### config.mk
export PLATFORM = sky130hd
export DESIGN_NAME = uart_rx_param
export DESIGN_NICKNAME = d
export VERILOG_FILES = /design/src/rtl/uart_rx_param.sv
export SDC_FILE = /design/constraint.sdc
export NUM_CORES = 1
export LEC_CHECK = 0
export ABC_AREA = 0
export ABC_CLOCK_PERIOD_IN_PS = 6900
export CAP_MARGIN = 20
export CORE_MARGIN = 4
export CORE_UTILIZATION = 35
export DETAILED_ROUTE_END_ITERATION = 16
export GPL_ROUTABILITY_DRIVEN = 0
export PLACE_DENSITY_LB_ADDON = 0.25
export SLEW_MARGIN = 10
export SYNTH_ARGS = -nofsm -noshare
export SYNTH_HDL_FRONTEND = slang
export SYNTH_SLANG_ARGS = --single-unit
### constraint.sdc
create_clock -name clk_in -period 6.9 [get_ports clk_in]
set_clock_uncertainty 0.05 [all_clocks]
set_input_delay 1.725 -clock clk_in [delete_from_list [all_inputs] [get_ports clk_in]]
set_output_delay 1.725 -clock clk_in [all_outputs]
set_load 0.005 [all_outputs]
### src/rtl/uart_rx_param.sv
// rtl/uart_rx_param.sv - parametrised UART receiver with mid-bit sampling and output FIFO
module uart_rx_param #(
  parameter int INPUT_CLOCK_FREQ = 100_000_000,
  parameter int BAUD_RATE        = 9600,
  parameter int DATA_WIDTH       = 8,
  parameter int PARITY_MODE      = 0,
  parameter int STOP_BITS        = 1,
  parameter int FIFO_DEPTH       = 4
) (
  input  logic                  clk_in,
  input  logic                  rst_n_in,
  input  logic                  rx_wire_in,
  output logic [DATA_WIDTH-1:0] data_out,
  output logic                  parity_err_out,
  output logic                  valid_out,
  input  logic                  ready_in,
  output logic                  frame_err_out,
  output logic                  overrun_out,
  output logic                  busy_out
);

  localparam int BIT_PERIOD = INPUT_CLOCK_FREQ / BAUD_RATE;
  localparam int HALF       = BIT_PERIOD >> 1;
  localparam int CW         = $clog2(BIT_PERIOD);
  localparam int BW         = $clog2(DATA_WIDTH + 1);
  localparam int AW         = $clog2(FIFO_DEPTH);
  localparam logic [CW-1:0] CNT_HALF = CW'(HALF - 1);
  localparam logic [CW-1:0] CNT_LAST = CW'(BIT_PERIOD - 1);
  localparam logic [BW-1:0] BIT_LAST = BW'(DATA_WIDTH);

  typedef enum logic [2:0] {IDLE, START, DATA, PARITY, STOP, WAIT_HIGH} state_t;

  state_t state, state_next;

  logic                  rx_meta, rx_s;
  logic [CW-1:0]         cnt;
  logic [BW-1:0]         bit_idx;
  logic                  stop_idx;
  logic [DATA_WIDTH-1:0] shreg;
  logic                  perr;

  logic [DATA_WIDTH:0]   mem [FIFO_DEPTH];
  logic [AW-1:0]         wr_ptr, rd_ptr;
  logic [AW:0]           count, remain;

  logic at_half, at_last, stop_last;
  logic push, frame_err, shift_en, par_en;
  logic full, pop, push_ok;

  assign at_half   = (cnt == CNT_HALF);
  assign at_last   = (cnt == CNT_LAST);
  assign stop_last = (STOP_BITS == 1) || stop_idx;
  assign busy_out  = (state != IDLE);
  assign valid_out = (count != '0);
  assign full      = (count == (AW+1)'(FIFO_DEPTH));
  assign pop       = valid_out && ready_in;
  assign push_ok   = push && (!full || pop);
  assign remain    = count - (AW+1)'(pop);

  always_ff @(posedge clk_in or negedge rst_n_in) begin
    if (!rst_n_in) state <= IDLE;
    else           state <= state_next;
  end

  always_comb begin
    state_next = state;
    push       = 1'b0;
    frame_err  = 1'b0;
    shift_en   = 1'b0;
    par_en     = 1'b0;
    case (state)
      IDLE:  if (!rx_s) state_next = START;
      START: begin
        if (at_half && rx_s) state_next = IDLE;
        else if (at_last)    state_next = DATA;
      end
      DATA: begin
        shift_en = at_half;
        if (at_last && bit_idx == BIT_LAST)
          state_next = (PARITY_MODE != 0) ? PARITY : STOP;
      end
      PARITY: begin
        par_en = at_half;
        if (at_last) state_next = STOP;
      end
      STOP: begin
        // The last stop bit ends the frame at its midpoint so a following start edge is not missed.
        if (at_half && !rx_s) begin
          frame_err  = 1'b1;
          state_next = WAIT_HIGH;
        end else if (at_half && stop_last) begin
          push       = 1'b1;
          state_next = IDLE;
        end
      end
      WAIT_HIGH: if (rx_s) state_next = IDLE;
      default:   state_next = IDLE;
    endcase
  end

  always_ff @(posedge clk_in or negedge rst_n_in) begin
    if (!rst_n_in) begin
      rx_meta        <= 1'b1;
      rx_s           <= 1'b1;
      cnt            <= '0;
      bit_idx        <= '0;
      stop_idx       <= 1'b0;
      shreg          <= '0;
      perr           <= 1'b0;
      frame_err_out  <= 1'b0;
      overrun_out    <= 1'b0;
      wr_ptr         <= '0;
      rd_ptr         <= '0;
      count          <= '0;
      data_out       <= '0;
      parity_err_out <= 1'b0;
      for (int i = 0; i < FIFO_DEPTH; i++) mem[i] <= '0;
    end else begin
      rx_meta <= rx_wire_in;
      rx_s    <= rx_meta;

      if (state == IDLE || state == WAIT_HIGH || state_next == IDLE || state_next == WAIT_HIGH || at_last)
        cnt <= '0;
      else
        cnt <= cnt + CW'(1);

      if (state == IDLE) begin
        bit_idx  <= '0;
        stop_idx <= 1'b0;
        perr     <= 1'b0;
      end
      if (shift_en) begin
        shreg   <= {rx_s, shreg[DATA_WIDTH-1:1]};
        bit_idx <= bit_idx + BW'(1);
      end
      if (par_en)                perr     <= ((^shreg) ^ rx_s) != (PARITY_MODE == 1);
      if (state == STOP && at_last) stop_idx <= 1'b1;

      frame_err_out <= frame_err;
      overrun_out   <= push && full && !pop;

      if (push_ok) begin
        mem[wr_ptr] <= {perr, shreg};
        wr_ptr      <= wr_ptr + AW'(1);
      end
      if (pop) rd_ptr <= rd_ptr + AW'(1);
      case ({push_ok, pop})
        2'b10:   count <= count + (AW+1)'(1);
        2'b01:   count <= count - (AW+1)'(1);
        default: count <= count;
      endcase

      // Head is registered so it survives the FIFO draining empty.
      if (remain != '0)
        {parity_err_out, data_out} <= mem[rd_ptr + AW'(pop)];
      else if (push_ok)
        {parity_err_out, data_out} <= {perr, shreg};
    end
  end

endmodule

==> impl_metrics.csv <==
group,metric,value,unit
placement,dpl-instance-area,4493,um2
power,seq_power_share,47.8,%
floorplan,core,11660,um2
timing,max_freq,0.2416,GHz
route,route.detailed.drc,0,
setup_path,cpPeakStageDelay,0.57,ns
timing,hold_viol_final,0,
route,drt_iter0_markers,140,
route,wl_per_cell,17.51,um
global_route,grt_max_degree,60,
power,p_total,1.058,mW
route,routed_wirelength,8756,um
timing,finalSetupTns,0,ns
clock_tree,cts_setup_buffers,0,
setup_path,startpoint,"ready_in",
layout,stdcell_area,4832,um2
layout,final_util,41.43,%
route,via_count,2672,
floorplan,start_util,36.44,%
layout,area_growth,13.69,%
power,clock_power_share,50.9,%
floorplan,row_count,39,
placement,place_inst,483,
layout,final_common_cell,"dfrtp_1",
worst_hold_path,min_path_type,"reg -> reg",
floorplan,io_pins,17,
synth,syn-num-nets,359,
synth,synth_edf_count,0,
clock_tree,clock_latency,0.34,ns
layout,final_cell_count_no_fill,500,
timing,fin_crit,4.139,ns
setup_path,end_kind,"flop",
clock_tree,cts_resized,0,
clock_tree,cts_made_buffers,9,
timing,setup_viol,0,
synth,synth.avg_cell_area,12.36,um2
power,sw_frac_of_total,20.80,%
layout,final_layout_size_suffix_gt1_share,23.81,%
synth,yosys_warnings,0,
global_route,grt_pass1_wl,14760,um
power,irDropWorstVdd,131.3,uV
setup_path,crit_type,"in -> reg",
clock_tree,clockRootBuffer,"clkbuf_16",
clock_tree,clkTransAtPathRegs,0.06,ns
layout,final_nets,367,
timing,period_share,59.99,%
synth,synth_area_leaders,"dfrtp_1, mux2_2, mux4_2, ha_1, xnor2_1",
setup_path,crit_end,"count[2]$_DFFE_PN0P_",
setup_path,crit_path_max_fanout,10,
layout,diodes,0,
global_route,overflow,0,
synth,ys_types,52,
global_route,antenna_found_initial,0,
clock_tree,tritoncts,"built",
layout,nFillCells,1102,
synth,async_flop_share,100.0,%
setup_path,required,7.12,ns
setup_path,slowest_stage,"or4b_1",
power,p_int,0.8378,mW
floorplan,fp.dieW,118.2,um
synth,synth_flop_cell,"dfrtp_1",
job,maxCapViolations,0,
timing,worstMarginPinSlew,0.9791,ns
setup_path,path_cells,"clkdlybuf4s50_1 > or4b_1 > nand2_1 > nor2_1 > inv_1 > ha_1 > inv_1 > fa_1 > xor2_1 > nor2_1 > xor2_1",
clock_tree,postCtsHoldBufs,0,
setup_path,worstRegToRegCells,9,
floorplan,die_area,13970,um2
power,leakagePower,2.185,nW
synth,synth_top_area_share,49.46,%
global_route,grt_usage,13.29,%
setup_path,r2r_start,"cnt[0]$_DFF_PN0_",
power,power.density,218.9,nW/um2
clock_tree,cts.sinks,86,
status,outcome,"completed",
global_route,first_global_vias,2801,
timing,slew_headroom,34.72,%
clock_tree,clockBufferDepth,2,
route,final_antenna_net_count,0,
setup_path,crit_path_start_kind,"input port",
route,firstDrtPassIters,6,
setup_path,reg2reg_to,"count[1]$_DFFE_PN0P_",
setup_path,crit_arrival,4.36,ns
synth,ys_ff_latch,86,
placement,dp_hpwl,5637,um
layout,final_cell_mix,"dfrtp_1, mux2_2, nor2_1",
clock_tree,cts.htree.levels,3,
synth,postSynthCellCount,344,
synth,ys_seq_area_share,50.69,%
synth,synth.largest_area_cell,"dfrtp_1",
timing,grt_setup_unrepaired,"no",
setup_path,r2r_slack,3.82,ns
power,pwr-share-comb,1.2,%
floorplan,fp.dieH,118.2,um
synth,syn_area,4250,um2
timing,slew_violations,0,
route,via_per_inst,5.344,
power,switching_power,0.2200,mW
placement,portBuffers,16,
-- per-layer routing --
layer | GRT usage, % | vias to the layer above | part of all wire [%]
li1 | - | 1263 | -
met1 | 17.87 | 1370 | 47
met2 | 20.47 | 29 | 48
met3 | 3.725 | 10 | 3.0
met4 | 5.055 | 0 | 1.6
met5 | 0 | - | 0
-- cell usage after synthesis, types with 4 or more instances --
library cell / n
nand3_1: 14
mux2_4: 7
o21ai_0: 15
xor2_1: 12
clkbuf_1: 10
inv_1: 14
mux2_2: 38
dfrtp_1: 84
nand2_1: 8
nor2_1: 25
a21oi_1: 4
nand3_4: 4
xnor2_1: 13
mux4_2: 9
nand4_1: 7
a31oi_1: 10
and2_1: 4
ha_1: 10
buf_2: 6
-- cells by family after synthesis --
logic type	after synthesis	synth area share [%]
and+or+nand+nor	88	12.72
DFF	86	50.69
muxes	54	17.31
AOI/OAI and AO/OA	44	6.565
buffers and inverters	35	3.621
xor gates and xnor gates	26	5.681
adders and majority gates	11	3.415
-- sequential cells by signal, indices dropped and copies added, names as in the netlist --
signal / count
state: 3
data_out: 8
parity_err_out: 1
shreg: 8
wr_ptr: 2
perr: 1
cnt: 14
frame_err_out: 1
count: 3
overrun_out: 1
bit_idx: 4
rx_s: 1
rx_meta: 1
rd_ptr: 2
mem: 36
-- worst min-delay path by stage --
stage | startpoint | endpoint | slack, ns | depth (start not counted)
after CTS | rx_meta$_DFF_PN1_ | rx_s$_DFF_PN1_ | 0.31 | 0
after global routing | rx_meta$_DFF_PN1_ | rx_s$_DFF_PN1_ | 0.32 | 0
after detailed placement | rx_meta$_DFF_PN1_ | rx_s$_DFF_PN1_ | 0.30 | 0
final | rx_meta$_DFF_PN1_ | rx_s$_DFF_PN1_ | 0.31 | 0
after global placement | rx_meta$_DFF_PN1_ | rx_s$_DFF_PN1_ | 0.30 | 0
after floorplan | rx_meta$_DFF_PN1_ | rx_s$_DFF_PN1_ | 0.30 | 0
-- final cells by class --
| cell class | instances | area, um2 | area share, % |
|---|---|---|---|
| flip-flops and latches | 86 | 2155 | 44.59 |
| multi-input cells | 223 | 1942 | 40.19 |
| well taps | 143 | 178.9 | 3.703 |
| repair buffers | 18 | 172.7 | 3.573 |
| clock inverters | 6 | 92.59 | 1.916 |
| clock buffers | 10 | 239.0 | 4.946 |
| inverters | 14 | 52.55 | 1.088 |
-- stage by stage --
stage / hold WS [ns] / setup slack (ns)
final: 0.3059 / 2.761
after global routing: 0.3181 / 2.619
after CTS: 0.3075 / 2.760
after detailed placement: 0.2982 / 2.397
after global placement: 0.2972 / 2.421
after floorplan: 0.2952 / 3.270
-- worst max-delay path, delay by kind of cell --
family | cells | cell delay [ns]
fa+ha+maj | 2 | 0.55
xor+xnor | 2 | 0.31
buf+inv | 3 | 0.58
simple gates | 4 | 1.19
-- power groups by stage --
stage                     Clock [mW]  Combinational (mW)  Sequential, mW
after floorplan                    0             0.00181           0.515
after global placement             0              0.0139           0.516
after detailed placement           0              0.0139           0.516
after CTS                      0.555              0.0140           0.506
after global routing           0.572              0.0157           0.506
final                          0.539              0.0129           0.506
(Power assumes the default switching activity.)
